$ cat config.mk
export PLATFORM = sky130hd
export DESIGN_NAME = regfile_sb
export DESIGN_NICKNAME = d
export VERILOG_FILES = /design/src/rtl/regfile_sb.sv
export SDC_FILE = /design/constraint.sdc
export NUM_CORES = 1
export LEC_CHECK = 0
export ABC_AREA = 0
export CORE_ASPECT_RATIO = 0.6
export CORE_MARGIN = 2
export CORE_UTILIZATION = 50
export CTS_CLUSTER_DIAMETER = 200
export DETAILED_ROUTE_END_ITERATION = 10
export PLACE_DENSITY = 0.71
export SLEW_MARGIN = 20
export SYNTH_ARGS = -nofsm -noshare
export SYNTH_HDL_FRONTEND = slang
export SYNTH_SLANG_ARGS = --single-unit
$ cat constraint.sdc
create_clock -name clk -period 3.05 [get_ports clk]
set_clock_uncertainty 0.15 [all_clocks]
set_input_delay 0.915 -clock clk [delete_from_list [all_inputs] [get_ports clk]]
set_output_delay 0.915 -clock clk [all_outputs]
set_load 0.005 [all_outputs]
$ cat src/rtl/regfile_sb.sv
// Register file with NUM_RD registered read ports, one write port, write-to-read bypass and a
// per-register busy scoreboard used by issue logic to stall on RAW hazards.
module regfile_sb #(
    parameter int unsigned DATA_W   = 16,
    parameter int unsigned NUM_REGS = 16,
    parameter int unsigned NUM_RD   = 2,
    parameter bit          ZERO_REG = 1'b1,
    localparam int unsigned AW      = $clog2(NUM_REGS)
) (
    input  logic                       clk,
    input  logic                       rst_n,
    input  logic [NUM_RD*AW-1:0]       rd_addr,
    output logic [NUM_RD*DATA_W-1:0]   rd_data,
    output logic [NUM_RD-1:0]          rd_busy,
    input  logic                       wr_en,
    input  logic [AW-1:0]              wr_addr,
    input  logic [DATA_W-1:0]          wr_data,
    input  logic                       claim_en,
    input  logic [AW-1:0]              claim_addr,
    output logic                       claim_ok,
    input  logic                       flush
);

    logic [DATA_W-1:0]        regs_q [NUM_REGS];
    logic [NUM_REGS-1:0]      busy_q;
    logic [NUM_REGS-1:0]      busy_d;
    logic [NUM_RD*DATA_W-1:0] rd_data_d;
    logic [NUM_RD-1:0]        rd_busy_d;
    logic                     wr_hit;
    logic                     claim_hit;
    logic                     claim_busy;

    function automatic logic in_range(input logic [AW-1:0] a);
        return 32'(a) < NUM_REGS;
    endfunction

    // A register that can hold data and be claimed: in range and not the hardwired zero.
    function automatic logic valid_dst(input logic [AW-1:0] a);
        return in_range(a) && !(ZERO_REG && (a == '0));
    endfunction

    assign claim_busy = in_range(claim_addr) ? busy_q[claim_addr] : 1'b0;
    assign claim_ok   = !flush && (!claim_busy || (wr_en && (wr_addr == claim_addr)));

    always_comb begin
        wr_hit    = wr_en && valid_dst(wr_addr);
        claim_hit = claim_en && claim_ok && valid_dst(claim_addr);
        busy_d    = busy_q;
        if (wr_hit) begin
            busy_d[wr_addr] = 1'b0;
        end
        if (flush) begin
            busy_d = '0;
        end
        // Claim is applied last so a same-cycle write+claim leaves the new producer pending.
        if (claim_hit) begin
            busy_d[claim_addr] = 1'b1;
        end
    end

    for (genvar g = 0; g < NUM_RD; g++) begin : g_rd
        logic [AW-1:0] ra;
        assign ra = rd_addr[g*AW +: AW];
        assign rd_data_d[g*DATA_W +: DATA_W] = !valid_dst(ra)             ? '0      :
                                               (wr_hit && wr_addr == ra) ? wr_data :
                                                                           regs_q[ra];
        assign rd_busy_d[g] = valid_dst(ra) && busy_d[ra];
    end

    always_ff @(posedge clk) begin
        if (!rst_n) begin
            for (int i = 0; i < NUM_REGS; i++) begin
                regs_q[i] <= '0;
            end
            busy_q  <= '0;
            rd_data <= '0;
            rd_busy <= '0;
        end else begin
            if (wr_hit) begin
                regs_q[wr_addr] <= wr_data;
            end
            busy_q  <= busy_d;
            rd_data <= rd_data_d;
            rd_busy <= rd_busy_d;
        end
    end

endmodule
== Word-level counts from Yosys, hierarchy flattened ==
Memory sizes are Yosys's and may differ from the RTL's. A register that Yosys moved wholly into a read port is not among the register bits.
Cells that the tools add are included.

* Bits in writable memories: 256
* Bits in registers: 18
* Memories: 1
* Input bits: 37
* Word-level logic and storage cells: 57
* Output and inout bits: 35

* Reduce and logical (&&, ||, !) cells: 23
* Bitwise logic cells: 4
* Muxes and demuxes: 20
* Eq/ne operators: 1
* Magnitude comparators: 6

{| class="wikitable"
|+ Memory list
! name !! words !! width !! rd ports !! clocked after Yosys merged registers in !! write ports !! line !! text
|-
| regs_q || 16 || 16 || 2 || 2 || 16 || 24 || <nowiki>logic [DATA_W-1:0] regs_q [NUM_REGS];</nowiki>
|}

{| class="wikitable"
|+ Operators with widths
! cell !! count
|-
| two-way mux 16 bit || 4
|-
| < comparator 4 x 5 -> 1 bit (second input constant) || 4
|-
| AND 16 bit || 1
|-
| zero test 4 bit || 4
|-
| inverter 16 bit || 1
|-
| bitwise OR 16 bit || 1
|-
| OR reduction 16 bit || 1
|-
| binary-select mux 1 bit (select 4 bit) || 3
|-
| two-way mux 1 bit || 10
|-
| logical AND 1 bit || 9
|-
| demux 1 bit (select 4 bit) || 2
|-
| >= comparator 4 x 1 -> 1 bit (second input constant) || 2
|-
| zero test 1 bit || 6
|-
| == test 4 bit || 1
|-
| two-way mux 4 bit || 1
|-
| OR reduction 2 bit || 2
|-
| logical OR 1 bit || 1
|-
| inverter 1 bit || 1
|}

== Depth between registers and ports, before layout ==
Gate-level depths: netlist of the first run.

* Depth in word-level cells: 13
* Mapped depth: 9
* Mapped depth without buffers: 8

== Least setup slack after synthesis of the first run ==
Ideal clock, no wire load.

* Path kind: input to register
* Start: in rd_addr[0]
* End: reg rd_data[10], read port of regs_q
* Arrival time: 2.952 ns
* Setup slack: -0.208 ns
* Cell stages on the path: 6
* Library setup time: 0.156 ns
* Path buffers: 2
* Required time: 2.744 ns
* Cells stage by stage: clkbuf_1 > buf_1 > mux4_2 > mux4_2 > mux2i_1 > nor2_1

* Word-level cells in the longest chain between the ends: 2

{| class="wikitable"
|+ Ends and longest elaborated chain
! item !! line !! text
|-
| from (decl) || 12 || <nowiki>input logic [NUM_RD*AW-1:0] rd_addr,</nowiki>
|-
| zero test 4 bit || 39 || <nowiki>return in_range(a) && !(ZERO_REG && (a == '0));</nowiki>
|-
| OR reduction 2 bit (no source line) || n/a ||
|-
| to (decl) || 13 || <nowiki>output logic [NUM_RD*DATA_W-1:0] rd_data,</nowiki>
|}

Several ways; a longest one is shown, not always the timed one.
A chain may end at the register's enable or synchronous reset.

== Final worst setup path of the first run ==
* Start: in claim_addr[1]
* End: out claim_ok

* Word-level cells in the longest chain between the ends: 5
* Elaborated cells on any way between the ends: 7
* Classes of those cells: 1 x eq/ne; 2 x mux; 4 x reduce/logical

{| class="wikitable"
|+ Ends and longest elaborated chain
! item !! line !! text
|-
| from (decl) || 19 || <nowiki>input logic [AW-1:0] claim_addr,</nowiki>
|-
| binary-select mux 1 bit (select 4 bit) || 42 || <nowiki>assign claim_busy = in_range(claim_addr) ? busy_q[claim_addr] : 1'b0;</nowiki>
|-
| two-way mux 1 bit (not written as such) || 42 ||
|-
| zero test 1 bit || 43 || <nowiki>assign claim_ok = !flush && (!claim_busy || (wr_en && (wr_addr == claim_addr)));</nowiki>
|-
| logical OR 1 bit * || 43 ||
|-
| logical AND 1 bit * || 43 ||
|-
| to (decl) || 20 || <nowiki>output logic claim_ok,</nowiki>
|}

Every way passes the cells marked *; elsewhere a longest branch is shown, timed or not. The select of a mux whose other input is x is not followed.

==> results of run 1 <==
-- worst max-delay path, cell delays in order --
cell	delay (ns)
buf_8	0.08
mux4_2	0.48
mux2_4	0.32
mux2_4	0.27
a21oi_2	0.15
buf_2	0.13
-- layer usage --
metal	up-vias	wire length (um)	share of wire (%)	GRT usage, %
met3	66	6570	13	8.47
met4	0	898	1.8	6.03
met1	5538	20700	42	45.8
met5	-	0	0	0
met2	725	20700	42	42.2
li1	4497	-	-	-
-- worst min path at each step --
| stage | to | cells after the start |
|---|---|---|
| 4_1_cts | busy_q[2] | 2 |
| 5_1_grt | busy_q[2] | 2 |
| 2_1_floorplan | busy_q[0] | 2 |
| 3_3_place_gp | busy_q[2] | 2 |
| 3_5_place_dp | busy_q[2] | 2 |
| 6_report | busy_q[2] | 2 |
-- repair_timing --
| item | CTS | global route |
|---|---|---|
| endpoints found under the setup margin | 3 | 3 |
| pin swaps | 1 | 5 |
| gates cloned | 0 | 0 |
| resized for setup | 20 | 12 |
| buffers inserted | 1 | 1 |
-- synth_stat cells (5+ instances only) --
cell,number
buf_2,6
nand2b_1,6
mux2i_1,35
dfxtp_1,50
nor2_1,67
edfxtp_1,256
nand2_1,29
mux4_2,161
nand3_1,20
nor3_1,5
and2_1,248
or3_1,5
xnor2_1,9
nand4_1,5
a21oi_1,5
o21ai_0,7
buf_1,17
clkbuf_1,69
-- area by class of cell --
class	instances	area (um2)	share of cell area [%]
inverter	6	22.5	0.115
clock inverter	9	100	0.510
clock buffer	44	835	4.25
timing repair buffer	225	2310	11.8
sequential	306	8690	44.3
tap	416	520	2.65
multi-input combinational	691	7140	36.4
-- state kept, by name, summed over array words and instances, names as in the netlist --
name / cells
busy_q: 16
regs_q: 256
rd_data: 32
rd_busy: 2
-- cells by family after synthesis --
logic type	Yosys count
buffers and inverters	100
multiplexers	202
AND/OR/NAND/NOR	408
AO/OA/AOI/OAI	53
other	1
flip-flops	306
XOR/XNOR	12
-- metrics by stage --
stage	hold slack [ns]	power (mW)	utilization, %	instances
3_3_place_gp	0.433	6.46	59.3	1642
4_1_cts	0.445	10.1	62.3	1696
3_5_place_dp	0.428	6.49	59.3	1642
6_report	0.465	10.1	62.6	1697
2_1_floorplan	0.352	5.76	-	1097
5_1_grt	0.494	10.4	62.6	1697
-- power by group --
| group | leakage (nW) | internal (mW) | switching, mW |
|---|---|---|---|
| logic | 3.65 | 0.790 | 0.737 |
| clock network | 0.443 | 2.05 | 1.59 |
| registers | 2.87 | 4.80 | 0.123 |
| total | 6.96 | 7.64 | 2.45 |
==> results.txt, run 1 <==
core area -> 0.0313 mm2
reg2reg end -> rd_busy[0]
minimum clock period -> 3.41 ns
CTS root buf -> clkbuf_16
clk sinks -> 306
crit path launch type -> primary input
Worst Path Arrival -> 2.34 ns
post-synthesis mux area share -> 25.4%
Placed Area -> 0.0186 mm2
Synth Warn # -> 0
CTS tree -> done
R2R Setup Slk -> 0.28 ns
Port Buffer Count -> 71
overall die area -> 0.0335 mm2
Hold Vio Cnt, Final -> 0
Synth-to-Final Area Change -> 22.5%
Min-Delay Startpoint -> busy_q[2]
Reg-to-Reg Start -> busy_q[15]
#FFs+latches synth -> 306
Synth Flop Type -> edfxtp_1
pre-CTS WS -> -1.32 ns
WL/cell -> 28.8 um
die width -> 235 um
GR Util All Layers -> 29.7%
setup tns final -> -0.359 ns
fin area -> 0.0196 mm2
power per cell area -> 514 mW/mm2
Overflow after GRT -> 0
outcome -> finished, violations left
Required @ worst endpoint -> 1.98 ns
first-pass GRT wire length -> 71700 um
post-synthesis adder-cell area fraction -> 0%
crit end category -> output port
total CTS buffers -> 30
commonest non-fill, non-tap cell in the layout -> edfxtp_1
f_max -> 0.293 GHz
DRT antenna net count -> 0
layout cells sized above 1 -> 31.5%
Avg Cell Area, Syn -> 14.8 um2
RD Place Congestion -> 0.984
top cells by area, synth -> edfxtp_1, mux4_2, and2_1
vias in the first global route -> 10540
Ant. Diodes -> 0
post-synth top area share -> 48.0%
largest family of logic cells by synthesized area -> multiplexers
period utilization -> 112%
cts hold-fix bufs -> 0
Fill cells -> 2253
worst skew pair latency -> 0.58 ns
# rows -> 50
failing checks -> negative setup slack
Starting Density -> 51.1%
Post-Syn Area -> 0.0160 mm2
largest net degree at the start of global routing -> 41
Post-synth EDFFs -> 256
most frequent cells in the layout -> edfxtp_1, and2_1, mux4_2
vias per std cell -> 6.38
Final #Nets -> 1297
Hold Path Class -> reg2reg
Post-Synth Simple-Gate Area -> 14.5%
compound-cell area share of the yosys netlist -> 2.70%
final wirelength -> 48900 um
Synth cell types -> 62
Setup crit end -> claim_ok
initial antenna violation count -> 2
detailed-route via count -> 10826
crit path kind -> in2out
Cells after Synth -> 1082
Chip Height -> 143 um
cells on worst reg2reg path -> 9
slew margin rel. -> 49.2%
post-DP HPWL -> 32900 um
post-synth top area cell -> edfxtp_1
# setup viols final -> 1
post-synthesis sequential area ratio -> 54.3%
CP max FO -> 4
CP startpoint -> claim_addr[1]
FFs w/ async S/R, synth -> 0%
I/O pin total -> 72
final worst slack -> -0.359 ns
Initial DRC Count -> 1448
actual slew at the worst max-slew pin -> 0.760 ns
RSZ-0062 raised after global routing -> yes
DRC -> 0
LEAKAGE -> 6.96 nW
Max clock buf depth -> 3
CTS clk-pin slew, worst paths -> 0.06 ns
Final Max Tran Viols -> 0
max_cap viols -> 0
VDD IR-drop max -> 0.473 mV
htree depth -> 1
drt pass-1 iters -> 5
Post-Synth XOR/XNOR Area -> 0.656%
Note: power is estimated with default switching activity, not from simulation.
==> run 2: changes to the inputs <==
--- a/config.mk
+++ b/config.mk
@@ -6,12 +6,14 @@
 export NUM_CORES = 1
 export LEC_CHECK = 0
 export ABC_AREA = 0
+export CELL_PAD_IN_SITES_DETAIL_PLACEMENT = 2
+export CELL_PAD_IN_SITES_GLOBAL_PLACEMENT = 2
 export CORE_ASPECT_RATIO = 0.6
 export CORE_MARGIN = 2
-export CORE_UTILIZATION = 50
+export CORE_UTILIZATION = 40
 export CTS_CLUSTER_DIAMETER = 200
 export DETAILED_ROUTE_END_ITERATION = 10
-export PLACE_DENSITY = 0.71
+export PLACE_DENSITY_LB_ADDON = 0.1
 export SLEW_MARGIN = 20
 export SYNTH_ARGS = -nofsm -noshare
 export SYNTH_HDL_FRONTEND = slang
==> run 2 against run 1 <==
Effect of this change: the flow still finishes with violations (negative setup slack); critical path depth unchanged; flip-flop and latch count unchanged; sequential share of layout area decreased by 0.96 points; die area increased by 24%; wire length increased by 23%; clock power increased by 5.5%; count of clock-buffer cells in the layout decreased by 2; sequential power about the same; total power increased by 3.1%; via count increased by 1.9%; cell area increased by 2.2%; core utilization decreased by 11 points.
==> results.txt, run 2 (same netlist as run 1, synthesis figures left out) <==
vias in the first global route -> 11895 (was 10540)
Max clock buf depth -> 3 (unchanged)
R2R Setup Slk -> 0.30 ns (was 0.28 ns)
biggest regs -> regs_q x256, rd_data x32, busy_q x16 (unchanged)
Post-Layout Cell Count -> 1832 (was 1697)
Worst Path Arrival -> 2.30 ns (was 2.34 ns)
# setup viols final -> 1 (unchanged)
Required @ worst endpoint -> 1.98 ns (about the same)
commonest non-fill, non-tap cell in the layout -> edfxtp_1 (unchanged)
drt pass-1 iters -> 5 (unchanged)
WL/cell -> 32.9 um (was 28.8 um)
crit path kind -> in2out (unchanged)
reg2reg end -> rd_busy[1] (was rd_busy[0])
failing checks -> negative setup slack (unchanged)
most frequent cells in the layout -> edfxtp_1, and2_1, mux4_2 (unchanged)
# rows -> 56 (was 50)
overall die area -> 0.0417 mm2 (was 0.0335 mm2)
Hold Vio Cnt, Final -> 0 (unchanged)
crit path launch type -> primary input (unchanged)
Largest register FFs -> 256 (unchanged)
Fill cells -> 3670 (was 2253)
initial antenna violation count -> 6 (was 2)
LEAKAGE -> 7.16 nW (was 6.96 nW)
layout cells sized above 1 -> 32.8% (was 31.5%)
final worst slack -> -0.315 ns (was -0.359 ns)
die width -> 262 um (was 235 um)
Final Max Tran Viols -> 0 (unchanged)
slew margin rel. -> 48.5% (was 49.2%)
final core utilization -> 51.1% (was 62.6%)
Final Power -> 10.4 mW (was 10.1 mW)
vias per std cell -> 6.02 (was 6.38)
largest reg by FF count -> regs_q (unchanged)
CP delay by family, top -> multiplexers (unchanged)
CTS tree -> done (unchanged)
RSZ-0062 raised after global routing -> yes (unchanged)
DRC -> 0 (unchanged)
crit end category -> output port (unchanged)
GR Util All Layers -> 29.1% (was 29.7%)
max_cap viols -> 0 (unchanged)
Chip Height -> 159 um (was 143 um)
hold endpoint -> busy_q[2] (unchanged)
minimum clock period -> 3.37 ns (was 3.41 ns)
largest net degree at the start of global routing -> 36 (was 41)
core area -> 0.0392 mm2 (was 0.0313 mm2)
CTS clk-pin slew, worst paths -> 0.07 ns (was 0.06 ns)
crit-path max cell delay -> 0.49 ns (was 0.48 ns)
Multi-input gate area -> 0.00712 mm2 (was 0.00714 mm2)
CP max FO -> 3 (was 4)
CP most frequent cell -> mux2_4 (unchanged)
clk sinks -> 306 (unchanged)
htree depth -> 1 (unchanged)
first-pass GRT wire length -> 87600 um (was 71700 um)
CTS root buf -> clkbuf_16 (unchanged)
Final #Nets -> 1321 (was 1297)
Placed Area -> 0.0190 mm2 (was 0.0186 mm2)
VDD IR-drop max -> 0.418 mV (was 0.473 mV)
f_max -> 0.297 GHz (was 0.293 GHz)
Min-Delay Startpoint -> busy_q[2] (unchanged)
actual slew at the worst max-slew pin -> 0.770 ns (was 0.760 ns)
Initial DRC Count -> 1046 (was 1448)
period utilization -> 110% (was 112%)
Reg-to-Reg Start -> busy_q[12] (was busy_q[15])
Port Buffer Count -> 71 (unchanged)
cells on worst reg2reg path -> 8 (was 9)
power per cell area -> 519 mW/mm2 (was 514 mW/mm2)
final wirelength -> 60200 um (was 48900 um)
post-CTS setup buffers -> 0 (was 1)
fin area -> 0.0201 mm2 (was 0.0196 mm2)
RD Place Congestion -> 0.898 (was 0.984)
DRT antenna net count -> 0 (unchanged)
Starting Density -> 40.8% (was 51.1%)
worst skew pair latency -> 0.62 ns (was 0.58 ns)
crit path cell chain -> buf_8, mux4_2, mux2_4, mux2_4, a21oi_2, buf_2 (unchanged)
cts hold-fix bufs -> 0 (unchanged)
worst path bufs/invs -> 2 (unchanged)
Overflow after GRT -> 0 (unchanged)
Synth-to-Final Area Change -> 25.2% (was 22.5%)
Sequential Area -> 0.00869 mm2 (unchanged)
detailed-route via count -> 11030 (was 10826)
Hold Path Class -> reg2reg (unchanged)
post-DP HPWL -> 43200 um (was 32900 um)
critical path's slowest cell -> mux4_2 (unchanged)
I/O pin total -> 72 (unchanged)
Hold Crit Depth -> 2 (unchanged)
setup tns final -> -0.315 ns (was -0.359 ns)
dpl cells -> 1773 (was 1642)
total CTS buffers -> 31 (was 30)
outcome -> finished, violations left (unchanged)
-- run 2: area by class of cell --
cell class              count  share of cell area, %
clock inverters            14                  0.568
inverters                   6                  0.112
multi-input cells         691                   35.5
clock buffers              42                   4.33
well taps                 522                   3.26
repair buffers            248                   12.9
flip-flops and latches    306                   43.3
diodes                      3                 0.0374
-- run 2: worst max path at each step --
stage,from,endpoint,slack [ns],cells after the start
finish,claim_addr[1],claim_ok,-0.32,6
global route,claim_addr[1],claim_ok,-0.35,6
CTS,claim_addr[1],claim_ok,-0.33,6
detailed placement,claim_addr[1],claim_ok,-1.24,6
global placement,claim_addr[1],claim_ok,-1.21,6
floorplan,claim_addr[1],claim_ok,-0.15,5
-- run 2: report_power, final --
part           total (mW)  leakage, nW  switching, mW  internal, mW
clock network        3.84        0.489           1.75          2.08
registers            4.94         2.87          0.148          4.80
logic                1.62         3.80          0.808         0.813
total                10.4         7.16           2.71          7.69
-- run 2: layer usage --
layer | vias up | global-route usage, % | share of wire (%) | routed length, um
met1 | 5950 | 42.3 | 44 | 26400
met2 | 430 | 43.7 | 45 | 27000
met4 | 0 | 8.16 | 3.0 | 1780
li1 | 4561 | - | - | -
met5 | - | 0 | 0 | 0
met3 | 89 | 6.85 | 8.3 | 5020
-- run 2: what timing repair did --
action,4_1_cts,5_1_grt
pin swaps,1,2
endpoints found under the setup margin,3,3
gates resized for setup,20,7
-- run 2: worst register-to-register path, stage by stage, from the launching register on --
cell and delay [ns]:
dfxtp_1 0.36, mux4_2 0.48, mux2_4 0.32, a21boi_4 0.18, buf_12 0.13, nor3b_4 0.29, nand3_1 0.25, a311oi_1 0.35
a311o_1 0.22
-- run 2: metrics by stage --
stage	setup slack [ns]	hold slack, ns
after detailed placement	-1.24	0.448
after floorplan	-0.148	0.352
final	-0.315	0.479
after global placement	-1.21	0.436
after CTS	-0.334	0.466
after global routing	-0.349	0.513
